==> config.mk <==
export PLATFORM = sky130hd
export DESIGN_NAME = gardner_shift_ctrl_flat
export DESIGN_NICKNAME = d
export VERILOG_FILES = /design/src/rtl/gardner_shift_ctrl_if.sv /design/src/rtl/gardner_shift_ctrl.sv /design/src/flat_wrapper.sv
export SDC_FILE = /design/constraint.sdc
export NUM_CORES = 1
export LEC_CHECK = 0
export BUFFER_PORTS_ARGS = -buffer_cell sky130_fd_sc_hd__buf_2
export CAP_MARGIN = 20
export CORE_MARGIN = 2
export CORE_UTILIZATION = 62
export CTS_CLUSTER_DIAMETER = 100
export DETAILED_ROUTE_END_ITERATION = 12
export GPL_TIMING_DRIVEN = 1
export PLACE_DENSITY = 0.85
export SKIP_CTS_REPAIR_TIMING = 1
export SLEW_MARGIN = 20
export SYNTH_ARGS = -nofsm -noshare
export SYNTH_HDL_FRONTEND = slang
export SYNTH_SLANG_ARGS = --single-unit
==> constraint.sdc <==
create_clock -name clk -period 8.8 [get_ports clk]
set_input_delay 0 -clock clk [delete_from_list [all_inputs] [get_ports clk]]
set_output_delay 0 -clock clk [all_outputs]
set_load 0.005 [all_outputs]
==> src/rtl/gardner_shift_ctrl_if.sv <==
// I/Q sample stream bundle feeding the Gardner pre-shift controller.
interface gardner_shift_ctrl_if #(
    parameter int WIDTH = 16
);
    logic signed [WIDTH-1:0] I_in_tdata;
    logic                    I_in_tvalid;
    logic signed [WIDTH-1:0] Q_in_tdata;
    logic                    Q_in_tvalid;

    modport master (output I_in_tdata, output I_in_tvalid, output Q_in_tdata, output Q_in_tvalid);
    modport slave  (input  I_in_tdata, input  I_in_tvalid, input  Q_in_tdata, input  Q_in_tvalid);
endinterface

==> src/rtl/gardner_shift_ctrl.sv <==
// Windowed peak-magnitude measurement that steps the I/Q pre-shift by at most one per window.
// Optional lock detector: define GARDNER_SHIFT_CTRL_LOCK_EN.
//
//  state   | meaning
//  IDLE    | waiting for en, window cleared
//  MEASURE | accepting samples, tracking running peak
//  DECIDE  | comparing peak>>shift against the target band
//  APPLY   | committing shift/peak, pulsing shift_update
module gardner_shift_ctrl #(
    parameter int WIDTH      = 16,
    parameter int WIN_LOG2   = 8,
    parameter int SHIFT_INIT = 2,
    parameter int SHIFT_MAX  = 7,
    parameter int TGT_HI     = 4095,
    parameter int TGT_LO     = 1024,
    parameter int LOCK_WINS  = 4
) (
    input  logic                    clk,
    input  logic                    rst,
    input  logic                    en,
    gardner_shift_ctrl_if.slave     s_in,
    output logic [2:0]              shift_out,
    output logic                    shift_update,
    output logic [WIDTH-2:0]        peak_out,
    output logic                    locked
);

    if (TGT_LO >= TGT_HI || LOCK_WINS < 1 || SHIFT_INIT > SHIFT_MAX || SHIFT_MAX > 7) begin : g_param_check
        $error("gardner_shift_ctrl: inconsistent parameters");
    end

    typedef enum logic [1:0] {IDLE, MEASURE, DECIDE, APPLY} state_t;

    localparam logic [2:0]  SHIFT_INIT_L = 3'(SHIFT_INIT);
    localparam logic [2:0]  SHIFT_MAX_L  = 3'(SHIFT_MAX);
    localparam logic [31:0] TGT_HI_L     = 32'(TGT_HI);
    localparam logic [31:0] TGT_LO_L     = 32'(TGT_LO);

    state_t                state_q, state_d;
    logic [WIN_LOG2-1:0]   cnt_q;
    logic [WIDTH-2:0]      peak_q;
    logic [WIDTH-2:0]      mag_i, mag_q, mag;
    logic [2:0]            shift_dec_q;
    logic [31:0]           scaled;
    logic                  accept, win_last, step_up, step_dn;

    // |x| with the most-negative code saturated so it fits in WIDTH-1 bits
    function automatic logic [WIDTH-2:0] abs_sat(input logic signed [WIDTH-1:0] x);
        logic [WIDTH-1:0] n;
        if (x == {1'b1, {(WIDTH-1){1'b0}}}) begin
            n = {1'b0, {(WIDTH-1){1'b1}}};
        end else if (x[WIDTH-1]) begin
            n = -x;
        end else begin
            n = x;
        end
        return n[WIDTH-2:0];
    endfunction

    assign mag_i    = abs_sat(s_in.I_in_tdata);
    assign mag_q    = abs_sat(s_in.Q_in_tdata);
    assign mag      = (mag_i > mag_q) ? mag_i : mag_q;
    assign accept   = (state_q == MEASURE) && en && s_in.I_in_tvalid && s_in.Q_in_tvalid;
    assign win_last = &cnt_q;

    assign scaled  = 32'(peak_q >> shift_out);
    assign step_up = (scaled > TGT_HI_L) && (shift_out < SHIFT_MAX_L);
    assign step_dn = !step_up && (scaled < TGT_LO_L) && (shift_out != 3'd0);

    always_ff @(posedge clk) begin
        if (rst) begin
            state_q <= IDLE;
        end else begin
            state_q <= state_d;
        end
    end

    always_comb begin
        state_d = state_q;
        case (state_q)
            IDLE:    if (en) state_d = MEASURE;
            MEASURE: begin
                if (!en) begin
                    state_d = IDLE;
                end else if (accept && win_last) begin
                    state_d = DECIDE;
                end
            end
            DECIDE:  state_d = APPLY;
            APPLY:   state_d = en ? MEASURE : IDLE;
            default: state_d = IDLE;
        endcase
    end

    always_ff @(posedge clk) begin
        if (rst) begin
            cnt_q        <= '0;
            peak_q       <= '0;
            shift_dec_q  <= SHIFT_INIT_L;
            shift_out    <= SHIFT_INIT_L;
            peak_out     <= '0;
            shift_update <= 1'b0;
        end else begin
            shift_update <= 1'b0;
            case (state_q)
                IDLE: begin
                    cnt_q  <= '0;
                    peak_q <= '0;
                end
                MEASURE: begin
                    if (!en) begin
                        cnt_q  <= '0;
                        peak_q <= '0;
                    end else if (accept) begin
                        cnt_q <= cnt_q + 1'b1;
                        if (mag > peak_q) peak_q <= mag;
                    end
                end
                DECIDE: begin
                    if (step_up) begin
                        shift_dec_q <= shift_out + 3'd1;
                    end else if (step_dn) begin
                        shift_dec_q <= shift_out - 3'd1;
                    end else begin
                        shift_dec_q <= shift_out;
                    end
                end
                APPLY: begin
                    shift_out    <= shift_dec_q;
                    peak_out     <= peak_q;
                    shift_update <= 1'b1;
                    cnt_q        <= '0;
                    peak_q       <= '0;
                end
                default: ;
            endcase
        end
    end

`ifdef GARDNER_SHIFT_CTRL_LOCK_EN
    localparam int         LCW    = $clog2(LOCK_WINS + 1);
    localparam logic [LCW-1:0] LOCK_WINS_L = LCW'(LOCK_WINS);

    logic [LCW-1:0] lock_cnt_q;

    // count saturates at LOCK_WINS, so locked simply stays set once reached
    always_ff @(posedge clk) begin
        if (rst) begin
            lock_cnt_q <= '0;
            locked     <= 1'b0;
        end else if (state_q == APPLY) begin
            if (shift_dec_q != shift_out) begin
                lock_cnt_q <= '0;
                locked     <= 1'b0;
            end else if (lock_cnt_q != LOCK_WINS_L) begin
                lock_cnt_q <= lock_cnt_q + 1'b1;
                locked     <= (lock_cnt_q == LOCK_WINS_L - 1'b1);
            end
        end
    end
`else
    assign locked = 1'b0;
`endif

endmodule

==> src/flat_wrapper.sv <==
// flat-port wrapper written by rule: the top's interface ports become plain ports
module gardner_shift_ctrl_flat 
#(
    parameter int WIDTH      = 16,
    parameter int WIN_LOG2   = 8,
    parameter int SHIFT_INIT = 2,
    parameter int SHIFT_MAX  = 7,
    parameter int TGT_HI     = 4095,
    parameter int TGT_LO     = 1024,
    parameter int LOCK_WINS  = 4
)
  (clk, rst, en, shift_out, shift_update, peak_out, locked, s_in_I_in_tdata, s_in_I_in_tvalid, s_in_Q_in_tdata, s_in_Q_in_tvalid);
  gardner_shift_ctrl_if #(.WIDTH(WIDTH)) s_in_i ();
  input  logic clk;
  input  logic rst;
  input  logic en;
  output logic [2:0] shift_out;
  output logic shift_update;
  output logic [WIDTH-2:0] peak_out;
  output logic locked;
  input wire logic [$bits(s_in_i.I_in_tdata)-1:0] s_in_I_in_tdata;
  input wire logic [$bits(s_in_i.I_in_tvalid)-1:0] s_in_I_in_tvalid;
  input wire logic [$bits(s_in_i.Q_in_tdata)-1:0] s_in_Q_in_tdata;
  input wire logic [$bits(s_in_i.Q_in_tvalid)-1:0] s_in_Q_in_tvalid;
  assign s_in_i.I_in_tdata = s_in_I_in_tdata;
  assign s_in_i.I_in_tvalid = s_in_I_in_tvalid;
  assign s_in_i.Q_in_tdata = s_in_Q_in_tdata;
  assign s_in_i.Q_in_tvalid = s_in_Q_in_tvalid;
  gardner_shift_ctrl #(.WIDTH(WIDTH), .WIN_LOG2(WIN_LOG2), .SHIFT_INIT(SHIFT_INIT), .SHIFT_MAX(SHIFT_MAX), .TGT_HI(TGT_HI), .TGT_LO(TGT_LO), .LOCK_WINS(LOCK_WINS)) u_core (.clk(clk), .rst(rst), .en(en), .s_in(s_in_i), .shift_out(shift_out), .shift_update(shift_update), .peak_out(peak_out), .locked(locked));
endmodule
# Yosys cells after proc, flatten, opt, wreduce, memory -nomap -nowiden
# Index checks and enable logic that the tools add are counted.
# word_totals
register_bits	47
in_bits	37
output_inout_bits	20
# op_classes
n_addsub	5
n_eq_ne	9
reduce_logical	16
muxes	20
n_shift	1
n_lt_le_gt_ge	5
# ops
cell	count
$mux W15	8
$eq A16 B16 Y1 const B	2
$gt A32 B12 Y1 const B	1
$lt A32 B11 Y1 const B	1
$shr A15 B3 Y32	1
$gt A15 B15 Y1	2
$neg A15 Y15	2
$pmux W15 S2	1
$mux W8	2
$pmux W8 S2	1
$add A8 B1 Y8 const B	1
$pmux W2 S4	1
$reduce_and A8 Y1	1
$logic_and A1 B1 Y1	7
$mux W2	3
$mux W3	2
$ne A3 B3 Y1 const B	2
$eq A2 B2 Y1 const B	2
$reduce_and A2 Y1	2
$add A3 B1 Y3 const B	1
$lt A3 B3 Y1 const B	1
$ne A3 B2 Y1 const B	1
$reduce_and A3 Y1	1
$reduce_bool A3 Y1	1
other kinds (8)	9

# Logic depth before layout (Yosys ltp)
# Gate-level depths: netlist of run 1.
# logic_depth
word_depth	10
depth_mapped	23
mapped_depth_nobuf	20

# Worst setup path before layout of run 1
# Ideal clock, no wire load.
# synth_timing
path_type	input to register
from	in s_in_I_in_tdata[7]
to	reg u_core.peak_q[13]
required_ns	8.730
stages	20
arrival_time_ns	4.866
n_path_buf	3
setup_time_ns	0.070
slack_ns	3.863
cell_sequence	or4_4 > or3_1 > o41a_1 > o21ai_1 > inv_1 > ha_1 > nand4_1 > nor2_1 > o31a_1 > o41a_1 > clkbuf_1 > buf_2 > mux2_2 > ha_1 > nand4_1 > a21oi_1 > o21ai_1 > a2111oi_1 > clkbuf_1 > o2bb2ai_1
# synth_between
elab_chain_cells	9
elab_cells_between_ends	13
# synth_lines
element	line_no	text
from (decl)	flat_wrapper.sv:21	input wire logic [$bits(s_in_i.I_in_tdata)-1:0] s_in_I_in_tdata;
$neg A15 Y15	gardner_shift_ctrl.sv:53	n = -x;
$mux W15	gardner_shift_ctrl.sv:52	end else if (x[WIDTH-1]) begin
$mux W15 (*)	gardner_shift_ctrl.sv:50	if (x == {1'b1, {(WIDTH-1){1'b0}}}) begin
$gt A15 B15 Y1	gardner_shift_ctrl.sv:62	assign mag = (mag_i > mag_q) ? mag_i : mag_q;
$mux W15 (*)	gardner_shift_ctrl.sv:62	
parallel branches: the longest is 4 deep, another holds $gt A15 B15 Y1	n/a	
to (signal assigned)	gardner_shift_ctrl.sv:116	if (mag > peak_q) peak_q <= mag;
to (decl)	gardner_shift_ctrl.sv:41	logic [WIDTH-2:0] peak_q;
# Every way passes the cells marked *. The select of a mux whose other input is x is not followed.
# A chain may end at the register's enable or synchronous reset.

# Worst setup path after layout of run 1
# layout_timing
from	in s_in_I_in_tdata[7]
to	reg u_core.peak_q[5]
# The elaborated chain is that of the path after synthesis.

==> PnR_summary.wiki, run 1 <==
{| class="wikitable"
! Metric !! Value
|-
| Outcome || completed
|-
| Met2 Usage GRT || 0.469
|-
| Synthesized instance count || 446
|-
| Class of the tightest hold or removal check || input pin to flip-flop
|-
| Flop pwr share || 0.405
|-
| # H-tree levels || 2
|-
| Global-route wire length before repair || 13.4 mm
|-
| Starting utilization of the core area || 0.631
|-
| Kind of capture point of the worst setup path || flip-flop
|-
| Proportion of register bits with asynchronous set or reset after synthesis || 0
|-
| Switching Fraction || 0.319
|-
| Count of distinct cell types in the synthesized netlist || 59
|-
| Via count of the first global-routing pass || 3,112
|-
| Internal power || 378 uW
|-
| Final hold viol count || 0
|-
| Detailed Place HPWL || 6.31 mm
|-
| Diodes inserted || 0
|-
| Antenna violations before repair || 0
|-
| GRT Residual Overflow || 0
|-
| Slowest stage cell, crit path || sky130_fd_sc_hd__a2111oi_2
|-
| Arr. time, crit path || 5.60 ns
|-
| Worst vdd rail ir drop || 0.0000931 V
|-
| DRC violation count after routing || 0
|-
| Core footprint || 5850 um^2
|-
| Count of antenna-violating nets left after detailed routing || 0
|-
| Worst Path Required || 9.03 ns
|-
| Share of the clock period used by the worst path after layout || 0.610
|-
| GR peak layer || met2
|-
| Final standard cell area without fillers || 4120 um^2
|-
| Clock insertion delay at the later pin of the skew report || 0.30 ns
|-
| Number of enable-type register cells in the synthesized netlist || 0
|-
| Portion of the post-synthesis area used by sequential elements || 0.255
|-
| Maximum cell stage delay along the critical path || 0.79 ns
|-
| Routed wire length || 8.15 mm
|-
| Unrepaired setup endpoints after global routing || no
|-
| Iteration-0 DRC count of the detailed router || 175
|-
| Average vias per placed instance || 6.06
|-
| Chain of cells forming the critical path || buf_2, or4_4, o41ai_1, o41ai_2, mux2i_1, inv_1, ha_1, nand4_1, nor2_1, o31a_1, o41a_1, mux2_2, ha_1, nand4_1, nor3_1, o21ai_1, a2111oi_2, buf_4, o2bb2ai_1
|-
| Layout cell share with drive strength beyond 1 || 0.178
|-
| Area of the die || 6580 um^2
|-
| Global routing usage on met1 || 0.301
|-
| Combinational power share || 0.320
|-
| Final sum of negative setup slack || 0 ns
|-
| Clock buffers created by TritonCTS || 5
|-
| Max-cap violation count || 0
|-
| Worst-path fanout max || 15
|-
| Final GP Congestion || 0.849
|-
| Number of endpoints failing setup at the final stage || 0
|-
| Port bufs || 55
|-
| Standby leakage power || 0.00172 uW
|-
| Combined area of all synthesized cells || 3690 um^2
|-
| Syn nets || 525
|-
| Most common library cell in the layout ignoring fill and taps || sky130_fd_sc_hd__buf_2
|-
| Clock slew seen by the registers of the worst setup and hold paths || 0.08 ns
|-
| Post-detailed-placement cell area || 4010 um^2
|-
| Count of vias placed by the detailed router || 3,448
|-
| Synthesized flop and latch total || 47
|-
| Fill count || 467
|-
| Slew HR || 0.442
|-
| Root buffer selected by CTS || sky130_fd_sc_hd__clkbuf_8
|-
| Clock power share || 0.276
|-
| TritonCTS Sinks || 47
|-
| Average detailed-routed wire length per instance || 14.3 um
|-
| DIE WIDTH || 81.1 um
|-
| Commonest non-fill, non-tap cells in the layout || 55 x sky130_fd_sc_hd__buf_2, 47 x sky130_fd_sc_hd__inv_1, 47 x sky130_fd_sc_hd__dfxtp_1
|-
| Power density relative to cell area || 135 nW/um^2
|-
| Multi-input gate area in the final layout || 2510 um^2
|-
| GR Layer Usage met3 || 0.0344
|-
| Startpoint type of the worst setup path || input pin
|-
| Pin slew with the least headroom to its limit || 0.837 ns
|-
| P&R area growth vs syn || 11.6%
|-
| Total number of nets in the final design || 573
|-
| Number of standard-cell rows in the floorplan || 28
|-
| Total routing resource utilization after global routing || 0.256
|-
| Y dimension of the die || 81.1 um
|-
| Synthesized area per cell || 8.27 um^2
|-
| Maximum number of pins on one net before global-route repair || 27
|-
| Worst-case clock skew || 0.00828 ns
|-
| Net load switching power || 177 uW
|-
| Main synth FF type || sky130_fd_sc_hd__dfxtp_1
|-
| Setup CP Type || input pin to flip-flop
|-
| Number of iterations in the first detailed-routing pass || 5
|-
| Count of warnings emitted by yosys || 0
|-
| Final Max Tran Viols || 0
|-
| Number of primary I/O pins || 57
|-
| CTS tree || built
|-
| Maximum root-to-sink buffer count || 2
|-
| Fmax achieved || 186 MHz
|-
| Min Clock Period, post-route || 5.37 ns
|-
| Sequential standard cell area || 941 um^2
|}
final timing paths:
path                      start                 end  slack (ns)  cells after the start
min reg2reg    u_core.peak_q[0]    u_core.peak_q[0]        0.48                      2
min                         rst  u_core.peak_out[0]        0.13                      2
max reg2reg           flip-flop    u_core.peak_q[5]        6.11                      7
max          s_in_I_in_tdata[7]    u_core.peak_q[5]        3.43                     19
cells in the mapped netlist, drive strengths merged (11+ instances only):
master   count  share of area
a21oi       23          0.031
clkbuf      13          0.013
dfxtp       47           0.26
ha          42           0.14
inv         47          0.048
mux2        13          0.040
mux2i       26          0.072
nand2       38          0.039
nand3       11          0.015
nand4       11          0.019
nor2        36          0.037
o21ai       13          0.018
o2bb2ai     14          0.033
xor2        11          0.026
power groups by stage:
stage	Sequential, uW	Combinational [uW]	Clock (uW)
2_1_floorplan	228	129	0
3_3_place_gp	229	166	0
3_5_place_dp	229	174	0
4_1_cts	224	176	156
5_1_grt	225	200	164
6_report	224	177	153
routing by layer:
| layer | vias up | wire length, um |
|---|---|---|
| met5 | - | 0 |
| met4 | 0 | 161 |
| met3 | 18 | 321 |
| met2 | 87 | 4120 |
| met1 | 1616 | 3550 |
| li1 | 1727 | - |
stage by stage:
stage	power [uW]	utilization	hold slack, ns	instances	setup WS (ns)
global placement	395	0.685	0.382	561	3.35
CTS	556	0.702	0.122	568	3.40
detailed placement	403	0.685	0.375	561	3.16
finish	555	0.704	0.131	569	3.43
floorplan	357	-	0.266	446	3.86
global route	589	0.704	0.146	569	2.93
state kept, by name (all words and copies together), names as in the netlist, named ones only:
signal	cells
u_core.peak_out	15
u_core.peak_q	15
u_core.cnt_q	8
u_core.shift_dec_q	3
u_core.shift_out	3
u_core.shift_update	1
u_core.state_q	1
cell type report:
cell class / count / area share
repair buffers: 57 / 0.0699
multi-input cells: 336 / 0.611
inverters: 47 / 0.0429
well taps: 75 / 0.0228
clock buffers: 6 / 0.0176
clock inverters: 1 / 0.00729
flip-flops and latches: 47 / 0.229
cells by family after synthesis:
group	Yosys count	share of synthesized area
simple gates	127	0.167
other cells	1	0.00102
flops	47	0.255
buf+inv	63	0.0654
xor+xnor	17	0.0404
compound gates	110	0.217
mux	39	0.111
fa+ha+maj	42	0.142
worst max-delay path: cells and delay by family:
family / cells / cell delay (ns)
fa+ha+maj: 2 / 0.63
compound gates: 7 / 2.58
simple gates: 5 / 1.24
mux: 2 / 0.66
buf+inv: 3 / 0.50
No activity file was read; power rests on OpenSTA's default activity.
==> inputs of run 2 (changes only) <==
CORE_UTILIZATION = 58   (was 62)
PLACE_DENSITY = 0.8   (was 0.85)
clock period = 5.55 ns   (was 8.8 ns; I/O delays follow)
==> run 2 against run 1 <==
Against the previous run: clock power is 90% higher; hold slack better by 0.0049 ns; flip-flop and latch count stayed put; critical path depth is the same; setup slack got worse by 2.9 ns.
==> PnR_summary.wiki, run 2 (same netlist as run 1, synthesis figures left out) <==
{| class="wikitable"
! Metric !! Value
|-
| Outcome || completed (unchanged)
|-
| TritonCTS Sinks || 47 (unchanged)
|-
| Chain of cells forming the critical path || buf_2, or4_4, or3_1, o41a_1, o21ai_1, inv_1, ha_1, nand4_1, nor2_1, o31a_1, o41a_1, mux2_2, ha_1, nand4_1, nor3_1, o21ai_1, a2111oi_2, buf_4, o2bb2ai_1 (was buf_2, or4_4, o41ai_1, o41ai_2, mux2i_1, inv_1, ha_1, nand4_1, nor2_1, o31a_1, o41a_1, mux2_2, ha_1, nand4_1, nor3_1, o21ai_1, a2111oi_2, buf_4, o2bb2ai_1)
|-
| Routed wire length || 8.12 mm (was 8.15 mm)
|-
| Pin slew with the least headroom to its limit || 0.833 ns (was 0.837 ns)
|-
| Sequential standard cell area || 941 um^2 (unchanged)
|-
| Min Clock Period, post-route || 4.97 ns
|-
| Class of the tightest hold or removal check || input pin to flip-flop (unchanged)
|-
| Fill count || 523 (was 467)
|-
| Post-route non-filler standard cell count || 575 (was 569)
|-
| Delay-heaviest family, CP || compound AO/OA/AOI/OAI gates (unchanged)
|-
| Slowest stage cell, crit path || sky130_fd_sc_hd__o41a_1 (was sky130_fd_sc_hd__a2111oi_2)
|-
| Final hold viol count || 0 (unchanged)
|-
| Number of iterations in the first detailed-routing pass || 5 (unchanged)
|-
| CTS tree || built (unchanged)
|-
| Worst-case clock skew || 0.0118 ns (was 0.00828 ns)
|-
| Via count of the first global-routing pass || 3,251 (was 3,112)
|-
| Maximum number of pins on one net before global-route repair || 27 (unchanged)
|-
| Detailed Place HPWL || 6.50 mm (was 6.31 mm)
|-
| Number of standard-cell rows in the floorplan || 29 (was 28)
|-
| # H-tree levels || 2 (unchanged)
|-
| Worst setup path startpoint || s_in_I_in_tdata[7] (unchanged)
|-
| Layout cell share with drive strength beyond 1 || 0.185 (was 0.178)
|-
| Register-to-Register Setup Slack || 3.34 ns (was 6.11 ns)
|-
| Share of the clock period used by the worst path after layout || 0.895
|-
| Worst flop-to-flop path endpoint || u_core.peak_q[3] (was u_core.peak_q[5])
|-
| Arr. time, crit path || 5.20 ns (was 5.60 ns)
|-
| Clock slew seen by the registers of the worst setup and hold paths || 0.09 ns (was 0.08 ns)
|-
| Commonest non-fill, non-tap cells in the layout || 55 x sky130_fd_sc_hd__buf_2, 47 x sky130_fd_sc_hd__inv_1, 47 x sky130_fd_sc_hd__dfxtp_1 (unchanged)
|-
| Iteration-0 DRC count of the detailed router || 135 (was 175)
|-
| Number of cells on the worst reg-to-reg path || 7 (unchanged)
|-
| Capturing instance or port of the critical path || u_core.peak_q[3] (was u_core.peak_q[5])
|-
| Port bufs || 55 (unchanged)
|-
| Count of antenna-violating nets left after detailed routing || 0 (unchanged)
|-
| Maximum cell stage delay along the critical path || 0.68 ns (was 0.79 ns)
|-
| Clock buffers created by TritonCTS || 5 (unchanged)
|-
| Startpoint type of the worst setup path || input pin (unchanged)
|-
| Number of endpoints failing setup at the final stage || 0 (unchanged)
|-
| Core footprint || 6240 um^2 (was 5850 um^2)
|-
| Power density relative to cell area || 223 nW/um^2 (was 135 nW/um^2)
|-
| Total number of nets in the final design || 576 (was 573)
|-
| Fmax achieved || 201 MHz
|-
| Maximum root-to-sink buffer count || 2 (unchanged)
|-
| Number of cells in the design after placement || 567 (was 561)
|-
| Count of vias placed by the detailed router || 3,393 (was 3,448)
|-
| Worst path depth || 19 (unchanged)
|-
| Slew HR || 0.445 (was 0.442)
|-
| Unrepaired setup endpoints after global routing || no (unchanged)
|-
| Standby leakage power || 0.00175 uW (was 0.00172 uW)
|-
| Worst vdd rail ir drop || 0.000251 V (was 0.0000931 V)
|-
| Number of primary I/O pins || 57 (unchanged)
|-
| Final Max Tran Viols || 0 (unchanged)
|-
| Average detailed-routed wire length per instance || 14.1 um (was 14.3 um)
|-
| Kind of capture point of the worst setup path || flip-flop (unchanged)
|-
| Average vias per placed instance || 5.90 (was 6.06)
|-
| Y dimension of the die || 83.8 um (was 81.1 um)
|-
| Worst-path fanout max || 15 (unchanged)
|-
| Total routing resource utilization after global routing || 0.235 (was 0.256)
|-
| Worst Hold Depth || 2 (unchanged)
|-
| Diodes inserted || 0 (unchanged)
|-
| Antenna violations before repair || 0 (unchanged)
|-
| DIE WIDTH || 83.8 um (was 81.1 um)
|-
| Multi-input gate area in the final layout || 2510 um^2 (unchanged)
|-
| Final sum of negative setup slack || 0 ns (unchanged)
|-
| Global-route wire length before repair || 14.0 mm (was 13.4 mm)
|-
| DRC violation count after routing || 0 (unchanged)
|-
| Max-cap violation count || 0 (unchanged)
|-
| Final GP Congestion || 0.846 (was 0.849)
|-
| Clock insertion delay at the later pin of the skew report || 0.29 ns (was 0.30 ns)
|-
| P&R area growth vs syn || 13.1% (was 11.6%)
|-
| GRT Residual Overflow || 0 (unchanged)
|-
| Registers with the most flip-flops || u_core.peak_out: 15 flops, u_core.peak_q: 15 flops, u_core.cnt_q: 8 flops (unchanged)
|-
| Worst Path Required || 5.78 ns (was 9.03 ns)
|-
| Most common library cell in the layout ignoring fill and taps || sky130_fd_sc_hd__buf_2 (unchanged)
|-
| Worst Path Buf+Inv || 3 (unchanged)
|-
| Root buffer selected by CTS || sky130_fd_sc_hd__clkbuf_8 (unchanged)
|-
| Starting utilization of the core area || 0.591 (was 0.631)
|-
| Setup CP Type || input pin to flip-flop (unchanged)
|-
| Area of the die || 7020 um^2 (was 6580 um^2)
|}
## run 2: metal layers
metal,share of wire,vias to the layer above,GRT usage
li1,-,1737,-
met1,0.46,1584,0.294
met2,0.50,62,0.429
met3,0.024,10,0.0208
met4,0.017,0,0.0689
met5,0,-,0
## run 2: cell type report
| type | instances | area share |
|---|---|---|
| multi-input cells | 336 | 0.603 |
| flip-flops and latches | 47 | 0.225 |
| repair buffers | 60 | 0.0749 |
| inverters | 47 | 0.0423 |
| well taps | 77 | 0.0231 |
| clock buffers | 6 | 0.0174 |
| clock inverters | 2 | 0.0144 |
## run 2: report_power, final
group / switching [uW] / leakage, uW / total [uW] / internal (uW)
Clock: 110 / 0.0000654 / 290 / 180
Combinational: 162 / 0.00131 / 284 / 122
Sequential: 8.57 / 0.000380 / 356 / 348
Total: 281 / 0.00175 / 930 / 649
## run 2: worst min-delay path by stage
| stage | start | to |
|---|---|---|
| 2_1_floorplan | en | u_core.state_q[0] |
| 3_3_place_gp | u_core.shift_update | shift_update |
| 3_5_place_dp | u_core.shift_update | shift_update |
| 4_1_cts | rst | u_core.peak_out[1] |
| 5_1_grt | rst | u_core.peak_out[1] |
| 6_report | rst | u_core.peak_out[1] |
## run 2: worst reg2reg max path, cell delays in order, from the launching register on
cell,delay (ns)
sky130_fd_sc_hd__dfxtp_1,0.41
sky130_fd_sc_hd__inv_1,0.12
sky130_fd_sc_hd__ha_1,0.24
sky130_fd_sc_hd__a31oi_2,0.43
sky130_fd_sc_hd__nand2_1,0.18
sky130_fd_sc_hd__a2111oi_2,0.42
sky130_fd_sc_hd__buf_4,0.23
sky130_fd_sc_hd__o2bb2ai_1,0.12
## run 2: metrics by stage
stage	cell area, um^2	setup WS [ns]	total power, uW	hold WS [ns]	util
final	4170	0.580	930	0.136	0.669
after global routing	4170	0.132	985	0.180	0.669
after CTS	4170	0.589	934	0.136	0.668
after detailed placement	4040	0.267	644	0.379	0.647
after global placement	4040	0.507	631	0.383	0.647
after floorplan	3690	0.613	566	0.266	-
